$ cat config.mk
export PLATFORM = sky130hd
export DESIGN_NAME = grad_spi_ser
export DESIGN_NICKNAME = d
export VERILOG_FILES = /design/src/rtl/grad_spi_ser.sv
export SDC_FILE = /design/constraint.sdc
export NUM_CORES = 1
export LEC_CHECK = 0
export BUFFER_PORTS_ARGS = -buffer_cell sky130_fd_sc_hd__clkbuf_2
export CELL_PAD_IN_SITES_DETAIL_PLACEMENT = 0
export CELL_PAD_IN_SITES_GLOBAL_PLACEMENT = 1
export CORE_AREA = 2 2 93 95
export CTS_BUF_LIST = sky130_fd_sc_hd__clkbuf_8
export DETAILED_ROUTE_END_ITERATION = 8
export DIE_AREA = 0 0 95 97
export GPL_TIMING_DRIVEN = 0
export PLACE_DENSITY_LB_ADDON = 0.2
export SKIP_CTS_REPAIR_TIMING = 1
export SYNTH_ARGS = -nofsm -noshare
export SYNTH_HDL_FRONTEND = slang
export SYNTH_SLANG_ARGS = --single-unit
$ cat constraint.sdc
create_clock -name clk -period 3.25 [get_ports clk]
set_clock_uncertainty 0.1 [all_clocks]
set_input_delay 0.4875 -clock clk [delete_from_list [all_inputs] [get_ports clk]]
set_output_delay 0.4875 -clock clk [all_outputs]
set_load 0.02 [all_outputs]
$ cat src/rtl/grad_spi_ser.sv
// -----------------------------------------------------------------------------
// grad_spi_ser -- SPI serializer for the gradient DAC chain.
//
// A word from the gradient buffer is accepted together with a channel mask and
// a clock divider. The frame is then sent to every selected channel in
// ascending index order. Each frame is SETUP, SHIFT, HOLD and GAP, and each
// phase is measured in half-periods of SCLK (H = div + 1 clk cycles).
// A strobe that arrives while a transfer is in progress is dropped, and
// data_lost_o reports the drop.
//
// Ports
//   clk            : single clock; all logic is in this domain
//   rst            : asynchronous, active-high reset
//   data_i[31:0]   : word to send; bits [FRAME_BITS-1:0] go on the wire
//   valid_i[NCH]   : single-cycle strobe, bit k selects channel k
//   spi_clk_div_i  : SCLK half-period in clk cycles, minus 1
//   busy_o         : high while a transfer is in progress
//   data_lost_o    : one-cycle pulse when a strobe is dropped
//   sclk_o         : SPI clock, idle low
//   sdo_o          : SPI data, MSB first
//   csn_o[NCH]     : active-low chip selects, one per channel
// -----------------------------------------------------------------------------
module grad_spi_ser #(
  parameter int FRAME_BITS = 24,
  parameter int NCH        = 4
) (
  input  logic            clk,
  input  logic            rst,
  input  logic [31:0]     data_i,
  input  logic [NCH-1:0]  valid_i,
  input  logic [5:0]      spi_clk_div_i,
  output logic            busy_o,
  output logic            data_lost_o,
  output logic            sclk_o,
  output logic            sdo_o,
  output logic [NCH-1:0]  csn_o
);

  localparam int BIT_W = $clog2(2 * FRAME_BITS + 1);
  localparam int CH_W  = (NCH > 1) ? $clog2(NCH) : 1;
  localparam logic [BIT_W-1:0] LAST_HALF = BIT_W'(2 * FRAME_BITS - 1);

  typedef enum logic [2:0] {
    S_IDLE,
    S_SETUP,
    S_SHIFT,
    S_HOLD,
    S_GAP
  } state_t;

  // Index of the lowest set bit; zero when nothing is set.
  function automatic logic [CH_W-1:0] lowest_idx(input logic [NCH-1:0] m);
    lowest_idx = '0;
    for (int k = NCH - 1; k >= 0; k--) begin
      if (m[k]) lowest_idx = CH_W'(k);
    end
  endfunction

  state_t                 state_q, state_d;
  logic [FRAME_BITS-1:0]  data_q, data_d;      // frame kept for later channels
  logic [FRAME_BITS-1:0]  shreg_q, shreg_d;    // MSB drives sdo_o
  logic [NCH-1:0]         pend_q, pend_d;      // channels still to be sent
  logic [CH_W-1:0]        ch_q, ch_d;
  logic [5:0]             div_q, div_d;
  logic [5:0]             div_cnt_q, div_cnt_d;
  logic [BIT_W-1:0]       half_q, half_d;      // half-period index inside SHIFT
  logic                   lost_q, lost_d;

  logic                   tick;
  logic [CH_W-1:0]        first_ch;
  logic [CH_W-1:0]        next_ch;

  // Only the low FRAME_BITS of data_i go on the wire.
  generate
    if (FRAME_BITS < 32) begin : g_unused_data
      logic data_hi_unused;
      assign data_hi_unused = ^data_i[31:FRAME_BITS];
    end
  endgenerate

  assign tick     = (div_cnt_q == 6'd0);
  assign first_ch = lowest_idx(valid_i);
  assign next_ch  = lowest_idx(pend_q);

  // NOTE: every *_d gets its hold value first, so no path through this block
  // leaves a variable unassigned and no latch can be inferred.
  always_comb begin
    state_d   = state_q;
    data_d    = data_q;
    shreg_d   = shreg_q;
    pend_d    = pend_q;
    ch_d      = ch_q;
    div_d     = div_q;
    div_cnt_d = div_cnt_q;
    half_d    = half_q;
    lost_d    = (valid_i != '0) && (state_q != S_IDLE);

    // Reload at each half-period boundary so that H stays exact in every phase.
    if (state_q != S_IDLE) begin
      div_cnt_d = tick ? div_q : div_cnt_q - 6'd1;
    end

    case (state_q)
      S_IDLE: begin
        if (valid_i != '0) begin
          data_d    = data_i[FRAME_BITS-1:0];
          shreg_d   = data_i[FRAME_BITS-1:0];
          div_d     = spi_clk_div_i;
          div_cnt_d = spi_clk_div_i;
          ch_d      = first_ch;
          pend_d    = valid_i & ~(NCH'(1) << first_ch);
          half_d    = '0;
          state_d   = S_SETUP;
        end
      end
      S_SETUP: begin
        if (tick) begin
          half_d  = '0;
          state_d = S_SHIFT;
        end
      end
      S_SHIFT: begin
        if (tick) begin
          if (half_q == LAST_HALF) begin
            state_d = S_HOLD;
          end else begin
            half_d = half_q + 1'b1;
            // Leaving a rising half: the falling half presents the next bit.
            // After FRAME_BITS shifts the register holds zero, so sdo_o is 0.
            if (!half_q[0]) shreg_d = shreg_q << 1;
          end
        end
      end
      S_HOLD: begin
        if (tick) state_d = S_GAP;
      end
      S_GAP: begin
        if (tick) begin
          if (pend_q != '0) begin
            ch_d    = next_ch;
            pend_d  = pend_q & ~(NCH'(1) << next_ch);
            shreg_d = data_q;
            state_d = S_SETUP;
          end else begin
            state_d = S_IDLE;
          end
        end
      end
      default: state_d = S_IDLE;
    endcase
  end

  // NOTE: sequential state uses non-blocking assignments only, so every
  // register samples the values from before the edge.
  // NOTE: every register is a flop here, so all of them are cleared on reset.
  // That also aborts a frame with no further SCLK edges.
  always_ff @(posedge clk or posedge rst) begin
    if (rst) begin
      state_q   <= S_IDLE;
      data_q    <= '0;
      shreg_q   <= '0;
      pend_q    <= '0;
      ch_q      <= '0;
      div_q     <= '0;
      div_cnt_q <= '0;
      half_q    <= '0;
      lost_q    <= 1'b0;
    end else begin
      state_q   <= state_d;
      data_q    <= data_d;
      shreg_q   <= shreg_d;
      pend_q    <= pend_d;
      ch_q      <= ch_d;
      div_q     <= div_d;
      div_cnt_q <= div_cnt_d;
      half_q    <= half_d;
      lost_q    <= lost_d;
    end
  end

  // Outputs decode registered state only, so reset forces them at once.
  // Within SHIFT, even half indices are the SCLK-high halves.
  assign busy_o      = (state_q != S_IDLE);
  assign data_lost_o = lost_q;
  assign sclk_o      = (state_q == S_SHIFT) && !half_q[0];
  assign sdo_o       = ((state_q == S_SETUP) || (state_q == S_SHIFT)) ?
                       shreg_q[FRAME_BITS-1] : 1'b0;

  always_comb begin
    csn_o = '1;
    if ((state_q == S_SETUP) || (state_q == S_SHIFT) || (state_q == S_HOLD)) begin
      csn_o[ch_q] = 1'b0;
    end
  end

endmodule
# --- Word level (Yosys, flattened, before mapping) ---
# Cells that the tools add are included.
classes:
  n_addsub: 2
  n_lt_le_gt_ge: 2
  eq_ne: 14
  shift: 2
  mux: 44
  bitwise: 5
  reduce_logical: 19
op_table:
  columns: ["cell", "count"]
  rows:
  - ["$mux 24", 6]
  - ["$pmux 24 s3", 1]
  - ["$mux 6", 8]
  - ["$mux 2", 11]
  - ["$mux 3", 6]
  - ["$ne 2x2->1 const B", 9]
  - ["$pmux 6 s3", 1]
  - ["$mux 4", 4]
  - ["$pmux 3 s5", 1]
  - ["$not 4->4", 3]
  - ["$reduce_bool 3->1", 3]
  - ["$and 4x4->4", 2]
  - ["$pmux 4 s2", 1]
  - ["$reduce_bool 4->1", 2]
  - ["$shl 1x2->4 const A", 2]
  - ["$reduce_and 7->1", 1]
  - ["$add 6x1->6 const B", 1]
  - ["$eq 3x2->1 const B", 2]
  - ["$eq 6x6->1 const B", 1]
  - ["$logic_not 6->1", 1]
  - ["$reduce_and 6->1", 1]
  - ["$sub 6x1->6 const B", 1]
  - ["$reduce_and 5->1", 1]
  - ["$pmux 2 s2", 1]
  - ["13 further kinds", 18]
totals:
  ff_bits: 76
  elab_cells: 97

# --- Logic depth before layout (Yosys ltp) ---
# Gate-level depths: netlist (run 1).
logic_depth:
  word_depth: 10
  ltp_mapped: 9

# --- Worst setup path after synthesis (run 1) ---
# Ideal clock, no wire load.
synth_path:
  path_kind: "reg2reg"
  start: "reg div_cnt_q[0]"
  end: "reg shreg_q[23]"
  setup_ns: 0.082
  arrival_time_ns: 1.755
  required_time_ns: 3.068
  slack_ns: 1.313
  stages_incl_launch_ff: 10
  n_path_buf: 3
  path_cell_list: "dfrtp_1 inv_1 ha_1 nor2b_1 and2_1 buf_2 a211o_2 buf_6 buf_6 a31oi_1"
synth_between:
  elab_chain_len: 3
synth_lines:
  columns: ["item", "line", "text"]
  rows:
  - ["from (decl)", "65", "logic [5:0] div_cnt_q, div_cnt_d;"]
  - ["from (signal assigned)", "175", "div_cnt_q <= div_cnt_d;"]
  - ["$logic_not 6->1 (*)", "81", "assign tick = (div_cnt_q == 6'd0);"]
  - ["$ne 2x2->1 (no line)", null, null]
  - ["$reduce_and 7->1 (no line) (*)", null, null]
  - ["to (signal assigned)", "171", "shreg_q <= shreg_d;"]
  - ["to (decl)", "61", "logic [FRAME_BITS-1:0] shreg_q, shreg_d;"]
# Mark *: on every way between the ends. The rest lies on a longest branch, timed or not.
# A chain may end at the register's enable or synchronous reset.

# --- Final worst setup path (run 1) ---
layout_path:
  start: "reg state_q[2]"
  end: "out sdo_o"
layout_between:
  elab_chain_len: 3
layout_lines:
  columns: ["item", "line", "text"]
  rows:
  - ["from (decl)", "59", "state_t state_q, state_d;"]
  - ["from (signal assigned)", "169", "state_q <= state_d;"]
  - ["$eq 3x1->1 / $eq 3x2->1 (equally long branches)", "186", "assign sdo_o = ((state_q == S_SETUP) || (state_q == S_SHIFT)) ?"]
  - ["$logic_or 1x1->1 (*)", "186", null]
  - ["$mux 1 (*)", "186", null]
  - ["to (decl)", "35", "output logic sdo_o,"]
# Marks and branches as above.

==> run summary, run 1 <==
run status - finished clean
GRT busiest layer - met2
Post-Place Cells - 503
met1 track demand over resource - 28.57%
Post-synth EDFFs - 0
H-tree levels - 3
RSZ-0062 raised after global routing - false
Site Rows - 33
DR WL/cell - 15.94 microns
Hold Path Class - input port to flip-flop
most frequent cells in the layout - dfrtp_1, nor2_1, clkbuf_2
CTS tree - yes
Max Cap Violations - 0
most common cell after layout, fill and taps aside - dfrtp_1
main combinational cell family by area after synthesis - compound AO/OA/AOI/OAI gates
area fraction in compound gates after synthesis - 17.01%
Die ar. - 0.009215 sq mm
Crit Path Class - flip-flop to primary output
Clk Latency, worst-skew pair - 360 ps
die width - 95 microns
CP endpoint kind - primary output
die height - 97 microns
Final Cell Area - 0.004395 sq mm
Syn Nets - 401
initial antenna violation count - 0
Crit Path Max Fanout - 10
IO Pins - 52
Post-Layout Cell Count - 519
Leakage - 1.806 nW
Slew @ Worst Pin - 589.0 ps
hpwl dp - 5731 microns
post-route ant nets - 0
ratio of cells with drive above 1 in the final layout - 27.05%
GR Util met2 - 30.82%
final net count - 457
Post-synth top flop - dfrtp_1
Fill cells - 757
Critical Path Start Type - flip-flop
Yosys reg bits - 76
Mapped Area - 0.003796 sq mm
First-pass DRT Iterations - 4
Longest Clk Path Bufs - 2
Initial Util - 46.67%
grt total ovfl - 0
simple-gate share of the synthesized area - 14.67%
met3 global-route usage - 4.283%
Core Util, Final - 54.04%
FFs w/ async S/R, synth - 100.0%
Routed WL - 8274 microns
drt drc - 0
GPL Wtd Cong - 0.8025
total CTS buffers - 9
Area after DPL - 0.004173 sq mm
Mapped Avg Cell Area - 10.72 sq um
post-DR vias/cell - 5.522
IO Port Bufs - 43
clk slew on worst S/H paths - 80 ps
YS warnings - 0
Hold Fails Final Rpt - 0
final critical-path share of the clock period - 74.63%
Setup TNS - 0 ps
post-synthesis sequential area ratio - 50.10%
post-route minimum period - 2426 ps
Peak Freq - 412.3 MHz
Pwr Density - 430.1 mW/mm^2
post-synthesis mux area share - 11.11%
DR vias - 2866
vias in the first global route - 2868
Slew Viols, Final - 0
IR Drop Worst-Case VDD - 0.2412 mV
Hold Slack - 258.0 ps
Synth Area in Adders - 0.9888%
largest net degree at the start of global routing - 60
total core area - 0.008134 sq mm
first-pass GRT wire length - 14450 microns
Worst Path Required - 2660 ps
area grow syn2layout - 15.79%
Clock Tree Root - clkbuf_8
Synth Area in XOR/XNOR - 1.615%
setup violators final - 0
Arr. time, crit path - 1840 ps
Synth cell types - 54
Synth Instances - 354
# clock sinks - 76
GRT Total Usage - 20.15%
Detailed Route Iter0 Violations - 130
ant diodes - 0
Max-slew headroom - 60.52%
[routing by layer]
metal / vias to the layer above / wire length, microns
met5: - / 0
met4: 0 / 113
met3: 9 / 356
met2: 49 / 3963
met1: 1406 / 3840
li1: 1402 / -
[cell type report]
type / instances / area (sq um) / area share (%)
Tap cell: 105 / 131.4 / 2.989
Multi-Input combinational cell: 248 / 1723 / 39.20
Inverter: 7 / 28.78 / 0.6547
Buffer: 23 / 145.1 / 3.302
Sequential cell: 76 / 1902 / 43.27
Timing Repair Buffer: 45 / 252.7 / 5.750
Clock buffer: 9 / 123.9 / 2.818
Clock inverter: 6 / 88.84 / 2.021
[kinds of logic (layout without fill, tap and decap cells)]
logic type	Yosys count	count (layout)
fa+ha+maj	3	3
flops	76	76
mux	38	38
buf+inv	30	90
compound gates	91	91
simple gates	109	109
xor+xnor	7	7
[final timing paths]
check	start	endpoint	slack [ps]	cells after the start
max	state_q[2]$_DFFE_PP0P_	sdo_o	820	4
min	data_i[6]	data_q[6]$_DFFE_PP0P_	260	2
max reg2reg	div_cnt_q[0]$_DFF_PP0_	shreg_q[10]$_DFFE_PP0P_	1070	9
min reg2reg	data_q[19]$_DFFE_PP0P_	data_q[19]$_DFFE_PP0P_	390	1
max in group asynchronous	rst	data_q[8]$_DFFE_PP0P_	1980	4
min in group asynchronous	rst	div_q[0]$_DFFE_PP0P_	510	3
[per-stage QoR]
step                      power [mW]  setup slack [ps]
after floorplan                1.072             724.2
after global placement         1.117            -317.0
after detailed placement       1.125              1059
after CTS                      1.918             829.6
after global routing           1.974             644.9
final                          1.891             824.4
[cells in the mapped netlist (2+ instances only)]
| master | instances | share of area, % |
|---|---|---|
| a311o_1 | 2 | 0.53 |
| a21oi_2 | 2 | 0.46 |
| nand3_1 | 2 | 0.26 |
| buf_2 | 14 | 1.8 |
| a31oi_2 | 2 | 0.66 |
| nor3_1 | 2 | 0.26 |
| mux2_1 | 19 | 5.6 |
| nand4_1 | 2 | 0.33 |
| ha_1 | 3 | 0.99 |
| inv_2 | 2 | 0.20 |
| a22oi_1 | 24 | 4.7 |
| xnor2_1 | 7 | 1.6 |
| nor2_1 | 43 | 4.3 |
| mux2i_1 | 5 | 1.3 |
| a32o_1 | 2 | 0.53 |
| clkbuf_1 | 2 | 0.20 |
| a31oi_1 | 24 | 4.0 |
| nor3b_1 | 2 | 0.40 |
| or2_2 | 2 | 0.33 |
| dfrtp_1 | 76 | 50 |
| o32ai_1 | 2 | 0.46 |
| nand3b_1 | 2 | 0.40 |
| mux2_2 | 14 | 4.2 |
| a211oi_1 | 4 | 0.79 |
| nor3_2 | 3 | 0.79 |
| and2_1 | 3 | 0.49 |
| o21ai_0 | 6 | 0.79 |
| nand2_1 | 33 | 3.3 |
| inv_1 | 5 | 0.49 |
| o211ai_1 | 2 | 0.40 |
| a21o_1 | 2 | 0.40 |
| a21oi_1 | 10 | 1.3 |
| nand2b_1 | 3 | 0.49 |
| buf_6 | 5 | 1.5 |
| nor2b_1 | 3 | 0.49 |
| nor2_4 | 2 | 0.59 |
[worst max-delay path, stage by stage, from the launching register on]
cell      delay, ps
dfrtp_1         430
buf_2           210
buf_1           250
nor3b_1         360
clkbuf_2        230
[report_power, final]
group	total [mW]	switching (mW)	internal, mW
Clock	0.787	0.358	0.429
Sequential	0.996	0.0178	0.978
Combinational	0.108	0.0566	0.0511
[sequential cells by signal, summed over array words and instances (netlist names)]
name         count
data_q          24
shreg_q         24
div_cnt_q        6
div_q            6
half_q           6
pend_q           4
state_q          3
ch_q             2
data_lost_o      1
Note: power is estimated with default switching activity, not from simulation.
==> inputs of run 2 (changes only) <==
- CORE_AREA: 2 2 93 95 -> 2 2 99 101
- DIE_AREA: 0 0 95 97 -> 0 0 101 103
- clock period: 3.25 -> 2.1 ns (I/O delays scaled with it)
==> run summary, run 2 (synthesis results as in run 1) <==
Arr. time, crit path - 1620 ps (was 1840 ps)
DR vias - 2936 (was 2866)
DR WL/cell - 16.70 microns (was 15.94 microns)
Slew @ Worst Pin - 543.3 ps (was 589.0 ps)
clk slew on worst S/H paths - 90 ps (was 80 ps)
largest net degree at the start of global routing - 38 (was 60)
Met1 Wirelength - 4254 microns (was 3840 microns)
Longest Clk Path Bufs - 2 (unchanged)
IR Drop Worst-Case VDD - 0.3718 mV (was 0.2412 mV)
total CTS buffers - 9 (unchanged)
Critical path buffers and inverters - 3 (unchanged)
post-route minimum period - 2032 ps
Worst Path Required - 1680 ps (was 2660 ps)
Largest delay share family, worst path - buffers and inverters (unchanged)
ant diodes - 0 (unchanged)
max layer used - met4 (unchanged)
run status - finished clean (unchanged)
H-tree levels - 3 (unchanged)
Site Rows - 36 (was 33)
Post-Place Cells - 513 (was 503)
First-pass DRT Iterations - 4 (unchanged)
vias in the first global route - 2859 (was 2868)
RSZ-0062 raised after global routing - true (was false)
Initial Util - 40.13% (was 46.67%)
initial antenna violation count - 0 (unchanged)
Max-slew headroom - 63.78% (was 60.52%)
GRT Total Usage - 18.14% (was 20.15%)
total core area - 0.009459 sq mm (was 0.008134 sq mm)
area grow syn2layout - 20.37% (was 15.79%)
# clock sinks - 76 (unchanged)
drt drc - 0 (unchanged)
Max Cap Violations - 0 (unchanged)
post-DR vias/cell - 5.467 (was 5.522)
most common cell after layout, fill and taps aside - dfrtp_1 (unchanged)
CTS tree - yes (unchanged)
Post-Layout Cell Count - 537 (was 519)
most frequent cells in the layout - dfrtp_1, clkbuf_2, nor2_1 (was dfrtp_1, nor2_1, clkbuf_2)
Die ar. - 0.01040 sq mm (was 0.009215 sq mm)
first-pass GRT wire length - 14450 microns (unchanged)
Crit Path Class - flip-flop to primary output (unchanged)
reg-to-reg setup timing slack - 70 ps (was 1070 ps)
Hold Path Class - input port to flip-flop (unchanged)
Peak Freq - 492.1 MHz
Slew Viols, Final - 0 (unchanged)
grt total ovfl - 0 (unchanged)
final net count - 465 (was 457)
IO Pins - 52 (unchanged)
met2 WL post-DR - 4255 microns (was 3963 microns)
Crit Path Max Fanout - 10 (unchanged)
met3 WL - 304 microns (was 356 microns)
ratio of cells with drive above 1 in the final layout - 31.44% (was 27.05%)
GPL Wtd Cong - 0.8054 (was 0.8025)
post-route ant nets - 0 (unchanged)
hpwl dp - 6055 microns (was 5731 microns)
Max stage delay cell, worst path - dfrtp_1 (unchanged)
Leakage - 1.858 nW (was 1.806 nW)
Detailed Route Iter0 Violations - 172 (was 130)
Hold Fails Final Rpt - 0 (unchanged)
CP endpoint kind - primary output (unchanged)
worst path cell trace - clkbuf_4 > buf_4 > nor3_2 > nand2_1 > clkbuf_2 (was buf_2 > buf_1 > nor3b_1 > clkbuf_2)
Critical Path Start Type - flip-flop (unchanged)
top flop regs - data_q (24), shreg_q (24) (unchanged)
Critical Path Max Stage Delay - 430 ps (about the same)
setup violators final - 0 (unchanged)
final critical-path share of the clock period - 96.76%
die height - 103 microns (was 97 microns)
Clock Tree Root - clkbuf_8 (unchanged)
Clk Latency, worst-skew pair - 360 ps (about the same)
die width - 101 microns (was 95 microns)
Pwr Density - 629.3 mW/mm^2 (was 430.1 mW/mm^2)
IO Port Bufs - 43 (unchanged)
Routed WL - 8969 microns (was 8274 microns)
Hold Slack - 89.52 ps (was 258.0 ps)
-- run 2: routing by layer --
layer | up-vias | track usage (%)
li1 | 1417 | -
met1 | 1454 | 24.86
met2 | 52 | 27.95
met3 | 13 | 3.390
met4 | 0 | 8.628
met5 | - | 0
-- run 2: report_power, final --
| group | switching (mW) | internal (mW) |
|---|---|---|
| combinational | 0.0907 | 0.0818 |
| clock | 0.555 | 0.606 |
| sequential | 0.0285 | 1.51 |
| total | 0.674 | 2.20 |
-- run 2: area by class of cell --
| type | instances | area, sq um |
|---|---|---|
| Buffer | 22 | 165.2 |
| Clock buffer | 11 | 151.4 |
| Clock inverter | 5 | 51.30 |
| Fill cell | 896 | 4890 |
| Inverter | 7 | 30.03 |
| Multi-Input combinational cell | 248 | 1800 |
| Sequential cell | 76 | 1903 |
| Tap cell | 114 | 142.6 |
| Timing Repair Buffer | 54 | 325.3 |
-- run 2: worst paths after layout --
| kind | endpoint | from | cells after the start |
|---|---|---|---|
| max reg2reg | half_q[0]$_DFFE_PP0P_ | div_cnt_q[0]$_DFF_PP0_ | 7 |
| min reg2reg | data_q[17]$_DFFE_PP0P_ | data_q[17]$_DFFE_PP0P_ | 1 |
| min in group asynchronous | data_q[11]$_DFFE_PP0P_ | rst | 3 |
| max in group asynchronous | data_q[21]$_DFFE_PP0P_ | rst | 5 |
| max | csn_o[2] | state_q[2]$_DFFE_PP0P_ | 5 |
| min | div_q[4]$_DFFE_PP0P_ | spi_clk_div_i[4] | 2 |
-- run 2: worst reg2reg max path, cell delays in order, from the launching register on --
cell,delay [ps]
dfrtp_1,420
inv_2,90
ha_4,140
nor2b_2,200
nand4_1,260
and3_1,260
nor2_1,130
mux2_1,330
-- run 2: through the flow --
step | cell area (sq um) | setup TNS [ps] | power (mW) | worst slack (ps) | util, %
after floorplan | 3800 | 0 | 1.660 | 163.1 | -
after global placement | 4158 | -2656 | 1.731 | -101.6 | 43.96
after detailed placement | 4198 | -4151 | 1.745 | -143.7 | 44.38
after CTS | 4400 | -5802 | 2.905 | -160.3 | 46.52
after global routing | 4569 | -121.8 | 2.996 | -14.77 | 48.31
final | 4569 | 0 | 2.876 | 67.96 | 48.31
==> inputs of run 3 (changes only) <==
--- a/config.mk
+++ b/config.mk
@@ -7,9 +7,9 @@
 export LEC_CHECK = 0
-export BUFFER_PORTS_ARGS = -buffer_cell sky130_fd_sc_hd__clkbuf_2
 export CELL_PAD_IN_SITES_DETAIL_PLACEMENT = 0
 export CELL_PAD_IN_SITES_GLOBAL_PLACEMENT = 1
-export CORE_AREA = 2 2 99 101
+export CORE_AREA = 2 2 93 95
 export CTS_BUF_LIST = sky130_fd_sc_hd__clkbuf_8
 export DETAILED_ROUTE_END_ITERATION = 8
-export DIE_AREA = 0 0 101 103
+export DIE_AREA = 0 0 95 97
+export DONT_BUFFER_PORTS = 1
 export GPL_TIMING_DRIVEN = 0
--- a/constraint.sdc
+++ b/constraint.sdc
@@ -4,2 +4,2 @@
 set_output_delay 0.315 -clock clk [all_outputs]
-set_load 0.02 [all_outputs]
+set_load 0.05 [all_outputs]
==> run summary, run 3 (synthesis results as in run 1) <==
vias in the first global route - 2945 (was 2859)
final net count - 441 (was 465)
Critical path buffers and inverters - 3 (unchanged)
Detailed Route Iter0 Violations - 124 (was 172)
Worst Hold Depth - 2 (unchanged)
Worst Path Required - 2220 ps (was 1680 ps)
area grow syn2layout - 26.04% (was 20.37%)
Clk Latency, worst-skew pair - 340 ps (was 360 ps)
Peak Freq - 421.9 MHz (was 492.1 MHz)
CP endpoint kind - flip-flop (was primary output)
DR vias - 2886 (was 2936)
Die ar. - 0.009215 sq mm (was 0.01040 sq mm)
Critical Path Max Stage Delay - 780 ps (was 430 ps)
GRT Total Usage - 20.15% (was 18.14%)
Hold Fails Final Rpt - 0 (unchanged)
Max Cap Violations - 0 (unchanged)
post-route ant nets - 0 (unchanged)
H-tree levels - 3 (unchanged)
R2R cell count - 7 (unchanged)
ratio of cells with drive above 1 in the final layout - 30.08% (was 31.44%)
cell mode on critical path - buf_8
switch share - 22.06% (was 23.43%)
clock power share - 44.2% (was 40.4%)
drt drc - 0 (unchanged)
grt total ovfl - 0 (unchanged)
Max-slew headroom - 42.15% (was 63.78%)
First-pass DRT Iterations - 5 (was 4)
final critical-path share of the clock period - 112.9% (was 96.76%)
most frequent cells in the layout - dfrtp_1, nor2_1, nand2_1 (was dfrtp_1, clkbuf_2, nor2_1)
P_sw - 0.6757 mW (was 0.6738 mW)
Largest delay share family, worst path - simple AND/OR/NAND/NOR gates (was buffers and inverters)
die height - 97 microns (was 103 microns)
multi-input logic area - 0.001939 sq mm (was 0.001800 sq mm)
total CTS buffers - 9 (unchanged)
Worst path depth - 7 (was 5)
Setup TNS - -5919 ps (was 0 ps)
post-route minimum period - 2370 ps (was 2032 ps)
Critical Path Start Type - flip-flop (unchanged)
initial antenna violation count - 0 (unchanged)
# clock sinks - 76 (unchanged)
final worst slack - -270.2 ps (was 67.96 ps)
Seq pwr share - 50.5% (was 53.6%)
setup violators final - 27 (was 0)
total core area - 0.008134 sq mm (was 0.009459 sq mm)
Crit Path Max Fanout - 10 (unchanged)
most common cell after layout, fill and taps aside - dfrtp_1 (unchanged)
Hold Path Class - input port to flip-flop (unchanged)
DR WL/cell - 17.96 microns (was 16.70 microns)
Gate power share - 5.3% (was 6.0%)
Leakage - 1.887 nW (was 1.858 nW)
Power, Total - 3.063 mW (was 2.876 mW)
Initial Util - 46.67% (was 40.13%)
die width - 95 microns (was 101 microns)
Routed WL - 9050 microns (was 8969 microns)
CTS tree - yes (unchanged)
Longest Clk Path Bufs - 2 (unchanged)
internal power - 2.387 mW (was 2.202 mW)
IO Port Bufs - 0 (was 43)
top flop regs - data_q (24), shreg_q (24) (unchanged)
largest net degree at the start of global routing - 37 (was 38)
Crit Path Class - flip-flop to flip-flop (was flip-flop to primary output)
Fill cells - 687 (was 896)
ant diodes - 0 (unchanged)
GPL Wtd Cong - 0.8229 (was 0.8054)
worst path cell trace - buf_6 > nor4b_4 > o2111a_1 > a211o_4 > buf_8 > buf_8 > a31oi_1 (was clkbuf_4 > buf_4 > nor3_2 > nand2_1 > clkbuf_2)
Register Area - 0.001904 sq mm (was 0.001903 sq mm)
DP Worst Slack - -287.1 ps (was -143.7 ps)
Site Rows - 33 (was 36)
post-DR vias/cell - 5.726 (was 5.467)
Clock Tree Root - clkbuf_8 (unchanged)
Max stage delay cell, worst path - nor4b_4 (was dfrtp_1)
Slew Viols, Final - 0 (unchanged)
failing checks - setup timing
Slew @ Worst Pin - 864.1 ps (was 543.3 ps)
clk slew on worst S/H paths - 90 ps (about the same)
Arr. time, crit path - 2490 ps (was 1620 ps)
Hold Slack - 12.74 ps (was 89.52 ps)
hpwl dp - 5840 microns (was 6055 microns)
RSZ-0062 raised after global routing - true (unchanged)
IO Pins - 52 (unchanged)
IR Drop Worst-Case VDD - 0.4039 mV (was 0.3718 mV)
first-pass GRT wire length - 14570 microns (was 14450 microns)
Pwr Density - 640.1 mW/mm^2 (was 629.3 mW/mm^2)
run status - complete, but fails checks (was finished clean)
[run 3: changes by cell type in the layout (fill, tap and decap cells not counted), sizes merged]
cell	before	now
buf	27	39
bufinv	1	3
clkbuf	59	13
dlygate4sd3	1	9
[run 3: final timing paths]
kind                       slack [ps]                   start                     end
min reg2reg                       410   data_q[6]$_DFFE_PP0P_   data_q[6]$_DFFE_PP0P_
max in group asynchronous        1140                     rst   half_q[0]$_DFFE_PP0P_
max                              -270  state_q[0]$_DFFE_PP0P_  shreg_q[4]$_DFFE_PP0P_
max reg2reg                      -270  state_q[0]$_DFFE_PP0P_  shreg_q[4]$_DFFE_PP0P_
min                                10               data_i[2]  shreg_q[2]$_DFFE_PP0P_
min in group asynchronous         280                     rst  div_cnt_q[4]$_DFF_PP0_
[run 3: per-layer routing]
layer  share of wire (%)  GRT usage [%]
met5                   0              0
met4                 1.5          7.915
met3                 4.4          4.751
met2                  49          30.77
met1                  45          27.66
[run 3: cell type report]
type / count / share of cell area (%)
multi-input cells: 248 / 40.53
flip-flops and latches: 76 / 39.80
repair buffers: 29 / 6.355
plain buffers: 23 / 4.838
well taps: 105 / 2.746
clock buffers: 9 / 2.589
clock inverters: 7 / 2.406
inverters: 7 / 0.7322
[run 3: stage by stage]
| stage | std cells | cell area [sq um] | utilization (%) |
|---|---|---|---|
| after floorplan | 354 | 3805 | - |
| after global placement | 459 | 3936 | 48.39 |
| after detailed placement | 461 | 3976 | 48.88 |
| after CTS | 477 | 4215 | 51.82 |
| after global routing | 504 | 4785 | 58.82 |
| final | 504 | 4785 | 58.82 |
[run 3: power by group through the flow]
stage / combinational (mW) / clock [mW] / sequential, mW
floorplan: 0.103 / 0 / 1.56
global placement: 0.118 / 0 / 1.57
detailed placement: 0.131 / 0 / 1.57
CTS: 0.130 / 1.36 / 1.54
global route: 0.181 / 1.44 / 1.55
finish: 0.161 / 1.35 / 1.55
